`src/rtl/fpdiv_normr.sv`:
```
// Post-divide normalize/round stage: left-normalizes the divider quotient, rounds to
// nearest-even and produces mantissa, biased exponent and status flags in 3 stages.
module fpdiv_normr #(
  parameter int WID = 16,
  parameter int FMW = 16,
  parameter int EW  = 8
) (
  input  logic              clk,
  input  logic              rst_n,
  input  logic              ce,
  input  logic              vld_i,
  input  logic [2*WID-1:0]  q_i,
  input  logic [2*WID-1:0]  r_i,
  input  logic [EW+1:0]     exp_i,
  input  logic              sgn_i,
  output logic              vld_o,
  output logic [FMW-1:0]    man_o,
  output logic [EW-1:0]     exp_o,
  output logic              sgn_o,
  output logic              inexact_o,
  output logic              ovf_o,
  output logic              unf_o,
  output logic              zero_o,
  output logic              busy_o
);

  localparam int QW = 2 * WID;
  localparam int LW = $clog2(QW) + 1;
  localparam logic signed [EW+1:0] E_MAX  = (EW+2)'((1 << EW) - 1);
  localparam logic signed [EW+1:0] E_BIAS = (EW+2)'(WID - 1);
  localparam logic signed [EW+1:0] E_ONE  = (EW+2)'(1);
  localparam logic signed [EW+1:0] E_ZERO = '0;

  // Highest set bit wins because the loop runs upward; all-zero input yields QW.
  function automatic logic [LW-1:0] lzc_f(input logic [QW-1:0] q);
    lzc_f = LW'(QW);
    for (int i = 0; i < QW; i++)
      if (q[i]) lzc_f = LW'(QW - 1 - i);
  endfunction

  // ---------------- stage 1: capture, leading-zero count, remainder reduce
  logic                  v1, rnz1, sgn1;
  logic [QW-1:0]         q1;
  logic [LW-1:0]         lzc1;
  logic signed [EW+1:0]  exp1;

  // NOTE: every clocked register uses <= so all stages sample the pre-edge values;
  // = here would let a later stage see this cycle's update and collapse the pipeline.
  always_ff @(posedge clk or negedge rst_n) begin
    if (!rst_n) begin
      v1   <= 1'b0;
      rnz1 <= 1'b0;
      sgn1 <= 1'b0;
      q1   <= '0;
      lzc1 <= '0;
      exp1 <= '0;
    end else if (ce) begin
      v1 <= vld_i;
      if (vld_i) begin
        q1   <= q_i;
        lzc1 <= lzc_f(q_i);
        rnz1 <= |r_i;
        exp1 <= $signed(exp_i);
        sgn1 <= sgn_i;
      end
    end
  end

  // ---------------- stage 2: normalize, extract guard/sticky, adjust exponent
  logic [QW-1:0]         qs;
  logic signed [EW+1:0]  e_n;
  logic                  v2, guard2, sticky2, sgn2, zero2, rnz2;
  logic [FMW-1:0]        mant2;
  logic signed [EW+1:0]  e2;

  assign qs  = q1 << lzc1;
  assign e_n = exp1 + E_BIAS - $signed({{(EW+2-LW){1'b0}}, lzc1});

  always_ff @(posedge clk or negedge rst_n) begin
    if (!rst_n) begin
      v2      <= 1'b0;
      guard2  <= 1'b0;
      sticky2 <= 1'b0;
      sgn2    <= 1'b0;
      zero2   <= 1'b0;
      rnz2    <= 1'b0;
      mant2   <= '0;
      e2      <= '0;
    end else if (ce) begin
      v2 <= v1;
      if (v1) begin
        mant2   <= qs[QW-1 -: FMW];
        guard2  <= qs[QW-1-FMW];
        sticky2 <= (|qs[QW-2-FMW:0]) | rnz1;
        e2      <= e_n;
        sgn2    <= sgn1;
        zero2   <= (q1 == '0);
        rnz2    <= rnz1;
      end
    end
  end

  // ---------------- stage 3: round-to-nearest-even and exception flags
  logic                  inc;
  logic [FMW:0]          man_sum;
  logic [FMW-1:0]        man_r, man_n;
  logic signed [EW+1:0]  e_r;
  logic [EW-1:0]         exp_n;
  logic                  inexact_n, ovf_n, unf_n, zero_n;

  // NOTE: every signal assigned below gets a default first, so no path leaves one
  // unassigned and no latch is inferred.
  always_comb begin
    inc     = guard2 & (sticky2 | mant2[0]);
    man_sum = {1'b0, mant2} + {{FMW{1'b0}}, inc};
    man_r   = man_sum[FMW-1:0];
    e_r     = e2;
    if (man_sum[FMW]) begin
      man_r = {1'b1, {(FMW-1){1'b0}}};
      e_r   = e2 + E_ONE;
    end

    man_n     = man_r;
    exp_n     = e_r[EW-1:0];
    inexact_n = guard2 | sticky2;
    ovf_n     = 1'b0;
    unf_n     = 1'b0;
    zero_n    = 1'b0;
    if (zero2) begin
      man_n     = '0;
      exp_n     = '0;
      zero_n    = 1'b1;
      inexact_n = rnz2;
    end else if (e_r >= E_MAX) begin
      man_n     = '0;
      exp_n     = '1;
      ovf_n     = 1'b1;
      inexact_n = 1'b1;
    end else if (e_r <= E_ZERO) begin
      man_n     = '0;
      exp_n     = '0;
      unf_n     = 1'b1;
      inexact_n = 1'b1;
    end
  end

  // Result fields load only with a valid result so they hold between results.
  always_ff @(posedge clk or negedge rst_n) begin
    if (!rst_n) begin
      vld_o     <= 1'b0;
      man_o     <= '0;
      exp_o     <= '0;
      sgn_o     <= 1'b0;
      inexact_o <= 1'b0;
      ovf_o     <= 1'b0;
      unf_o     <= 1'b0;
      zero_o    <= 1'b0;
    end else if (ce) begin
      vld_o <= v2;
      if (v2) begin
        man_o     <= man_n;
        exp_o     <= exp_n;
        sgn_o     <= sgn2;
        inexact_o <= inexact_n;
        ovf_o     <= ovf_n;
        unf_o     <= unf_n;
        zero_o    <= zero_n;
      end
    end
  end

  assign busy_o = v1 | v2 | vld_o;

endmodule

```
`config.mk`:
```
export PLATFORM = sky130hd
export DESIGN_NAME = fpdiv_normr
export DESIGN_NICKNAME = d
export VERILOG_FILES = /design/src/rtl/fpdiv_normr.sv
export SDC_FILE = /design/constraint.sdc
export NUM_CORES = 1
export LEC_CHECK = 0
export BUFFER_PORTS_ARGS = -buffer_cell sky130_fd_sc_hd__buf_4
export CAP_MARGIN = 20
export CORE_ASPECT_RATIO = 1.2
export CORE_UTILIZATION = 58
export DETAILED_ROUTE_END_ITERATION = 7
export PLACE_DENSITY = 0.84
export SLEW_MARGIN = 20
export SYNTH_ARGS = -nofsm -noshare
export SYNTH_HDL_FRONTEND = slang
export SYNTH_SLANG_ARGS = --single-unit
```
`constraint.sdc`:
```
create_clock -name clk -period 3.5 [get_ports clk]
set_clock_uncertainty 0.05 [all_clocks]
set_input_delay 0.175 -clock clk [delete_from_list [all_inputs] [get_ports clk]]
set_output_delay 0.175 -clock clk [all_outputs]
set_load 0.05 [all_outputs]
```
==> PnR_summary.wiki <==
{| class="wikitable"
! Metric !! Value
|-
| Total area of multi-input combinational cells || 0.004198 mm²
|-
| Xor/xnor share of the synthesized area || 3.944%
|-
| Most instantiated cells after synthesis || nand2_1, dfrtp_1, mux2_2, nor2_1, o21ai_0
|-
| Area leader, netlist || dfrtp_1
|-
| WS Path Type || reg2reg
|-
| Reg-to-reg startpoint || sticky2
|-
| Buffers on Ports || roughly 110
|-
| PnR worst setup slack || 0.3084 ns
|-
| Total iterations of the first detailed-routing run || 5
|-
| Post-DP HPWL || roughly 14000 µm
|-
| Die Wd || approximately 100 µm
|-
| Register-to-Register Setup Slack || approximately 0.31 ns
|-
| Ratio of total power to cell area || ~650 mW/mm²
|-
| Accumulated negative setup slack || 0 ns
|-
| Filler-free cell count of the finished design || roughly 1100
|-
| Arithmetic-cell share of the synthesized area counting full adders, half adders and majority gates || 3.190%
|-
| Post-CTS resize count || 0
|-
| Final critical path time including I/O delays and setup || 3.192 ns
|-
| Number of DRC markers after the initial detailed-route iteration || 460
|-
| Area Growth Syn to Fin || 26.10%
|-
| Endpoint kind of the worst setup timing path || register
|-
| Maximum root-to-sink buffer count || 2
|-
| Via count of the first global-routing pass || 6553
|-
| Reported max-cap violation count || 0
|-
| Flops & latches, synth || ~110
|-
| Reg-to-reg critical path endpoint || inexact_o
|-
| Maximum fanout along the worst path || 17
|-
| Part of the Yosys area used for sequential elements || between 30% and 40%
|-
| Max rail drop VDD || approximately 0.46 mV
|-
| Wire length of the first global-routing pass || about 32000 µm
|-
| Worst EP arrival || 3.43 ns
|-
| Count of flip-flops with a built-in enable after synthesis || 0
|-
| Worst-Margin Slew || around 0.7 ns
|-
| Number of setup violations in the final report || 0
|-
| Average cell area after synthesis || a little under 10 µm²
|-
| Multiplexer area fraction after synthesis || 18.57%
|-
| Data required, critical path || between 3 and 4 ns
|-
| Clock-pin slew on the worst setup and hold paths || around 0.05 ns
|-
| Cell chosen for the clock root || clkbuf_16
|-
| Dominant synthesized flop cell || dfrtp_1
|-
| Reg2reg path depth || 10
|-
| # H-tree levels || 4
|-
| Post-route standard cell area excluding fillers || just over 0.009 mm²
|-
| Post-Syn Instances || 740
|-
| Overall global routing resource usage || between 30% and 40%
|-
| I/O Pins || 110
|-
| Crit path launch || sticky2
|-
| Setup repair after global routing missed its margin || false
|-
| Hold Path Class || in2reg
|-
| Cell Count Post-Placement || between 900 and 1000
|-
| Cell area after synthesis || roughly 0.0073 mm²
|-
| Top cells by area, synth || dfrtp_1, mux4_2, mux2_2, nand2_1, mux2i_1
|-
| Endpoints failing hold || 0
|-
| FFs w/ async S/R, synth || 100.0%
|-
| Period utilization || roughly nine tenths
|-
| Count of clock tree sinks || between 100 and 150
|-
| Hold_ws || between 0.01 and 0.015 ns
|-
| DR vias || about 6500
|-
| Min-Delay Path Depth || 2
|-
| Number of diodes added for antenna fixing || 0
|-
| Fraction of final layout cells with drive strength greater than 1 || 27.75%
|-
| Max Clock Freq || ~310 MHz
|-
| Antenna-violating nets left || 0
|-
| Category of the worst setup path launch point || register
|-
| Synth warnings || 0
|-
| CTS tree || built
|-
| Outcome || finished, final reports clean
|-
| Max transition margin || roughly half
|-
| Area of the die || 0.01303 mm²
|-
| Via density || between 6 and 7
|-
| Main combinational cell family by area after synthesis || multiplexers
|-
| Post-layout nets || around 980
|-
| Static leakage power || ~0.0040 µW
|-
| Total detailed-routing wirelength || 19480 µm
|-
| Placeable Area || between 0.01 and 0.015 mm²
|-
| Synth top area share || roughly two fifths
|-
| Pin count of the biggest net entering global routing || 62
|-
| Post-synthesis cell type count || 75
|-
| Routed wire length per instance || between 15 and 20 µm
|-
| Max-slew violations || 0
|-
| Chip height || ~120 µm
|-
| Start point of the worst hold path || q_i[0]
|-
| Worst-skew pair later-pin latency || between 0.4 and 0.5 ns
|-
| Post-synthesis compound-gate area fraction || 15.31%
|-
| Number of rows created at floorplan || 44
|-
| Post-placement cell area || between 0.008 and 0.009 mm²
|-
| Nets in the synthesized netlist || 837
|-
| Filler cell count || 806
|-
| Most numerous cell in the Yosys netlist || nand2_1
|-
| Aggregate global routing overflow || 0
|-
| Sequential standard cell area || 0.002828 mm²
|-
| Pre-CTS WS || roughly 0.31 ns
|-
| Effective utilization at floorplan || roughly 60%
|-
| Inserted Clock Buffers || 17
|-
| Worst min-delay path endpoint || q1[0]
|-
| GPL Wtd Cong || 0.9111
|-
| Simple-gate share of the synthesized area || 16.48%
|-
| Antenna violations before repair || 0
|-
| # DRC || 0
|}
power breakdown:
| part | switching (µW) | internal (µW) | total (µW) |
|---|---|---|---|
| logic | 1320 | 968 | 2290 |
| clock network | 593 | 1040 | 1630 |
| registers | 390 | 1640 | 2030 |
registers in the layout, indices dropped and copies added (netlist names), 6 cells and up:
signal,cells
man_o,16
q1,32
mant2,16
e2,10
lzc1,6
exp1,10
exp_o,8
worst max path at each step:
stage	endpoint	slack (ns)
2_1_floorplan	e2[9]	0.32
3_3_place_gp	inexact_o	0.42
3_5_place_dp	inexact_o	0.31
4_1_cts	inexact_o	0.31
5_1_grt	inexact_o	0.13
6_report	inexact_o	0.31
cell type report:
class                   instances  area share, %
well taps                     161          2.190
multi-input cells             559          45.63
clock inverters                10         0.9248
flip-flops and latches        113          30.74
clock buffers                  21          5.222
inverters                      27          1.102
repair buffers                160          14.20
metal layers:
| metal | GRT usage [%] | up-vias | wire length [µm] |
|---|---|---|---|
| li1 | - | 3024 | - |
| met1 | 36.67 | 3093 | 7674 |
| met2 | 53.53 | 279 | 9886 |
| met3 | 5.338 | 88 | 834 |
| met4 | 20.00 | 0 | 1089 |
| met5 | 0 | - | 0 |
cells by family (layout without fill, tap and decap cells):
family,Yosys count,count (layout)
compound gates,160,160
xor+xnor,32,32
fa+ha+maj,18,18
buf+inv,68,218
flops,113,113
mux,101,101
simple gates,248,248
per-stage QoR:
step	total power [µW]	utilization, %
floorplan	3585	-
global placement	4191	67.92
detailed placement	4273	67.92
CTS	5944	75.62
global route	6255	75.62
finish	5951	75.62
worst max-delay path, stage by stage (launching register included):
cell and delay (ns):
dfrtp_1 0.39, o21a_1 0.14, ha_1 0.16, ha_1 0.22
nand4_2 0.17, or3_4 0.45, nor3_1 0.28, mux2_2 0.40
a31oi_2 0.18, nand3_4 0.27, o31a_1 0.33
cell usage in the layout, fill, tap and decap left out, types with 3 or more instances in the layout:
| cell | Yosys | final |
|---|---|---|
| a2111oi_0 | 4 | 4 |
| or2_2 | 3 | 3 |
| clkinvlp_4 | 0 | 4 |
| xor2_1 | 18 | 18 |
| clkinv_2 | 0 | 5 |
| nand4_1 | 9 | 9 |
| mux2i_1 | 33 | 33 |
| mux2_2 | 45 | 45 |
| nor2b_1 | 3 | 3 |
| a22o_1 | 11 | 11 |
| clkbuf_8 | 0 | 4 |
| a31oi_1 | 7 | 7 |
| o22ai_1 | 4 | 4 |
| nand2_1 | 115 | 114 |
| o21a_1 | 3 | 3 |
| a211oi_1 | 6 | 6 |
| nor4_1 | 23 | 23 |
| nand3_1 | 14 | 14 |
| o31ai_1 | 11 | 11 |
| dlygate4sd3_1 | 0 | 37 |
| a21o_1 | 5 | 5 |
| nor3_1 | 10 | 10 |
| o21ai_0 | 39 | 39 |
| a221o_1 | 5 | 5 |
| buf_4 | 0 | 122 |
| xnor2_1 | 13 | 13 |
| or4_1 | 3 | 3 |
| a21oi_1 | 31 | 31 |
| mux4_2 | 23 | 23 |
| o21ai_2 | 7 | 7 |
| clkbuf_16 | 0 | 17 |
| ha_1 | 17 | 17 |
| dfrtp_1 | 113 | 113 |
| o31a_1 | 3 | 3 |
| and3_1 | 6 | 6 |
| nor2_1 | 41 | 41 |
| inv_1 | 26 | 26 |
what timing repair did:
action | 4_1_cts | 5_1_grt
hold buffers | 37 | 0
endpoints found under the hold margin | 90 | 0
setup buffers | 0 | 0
Note: power is estimated with default switching activity, not from simulation.
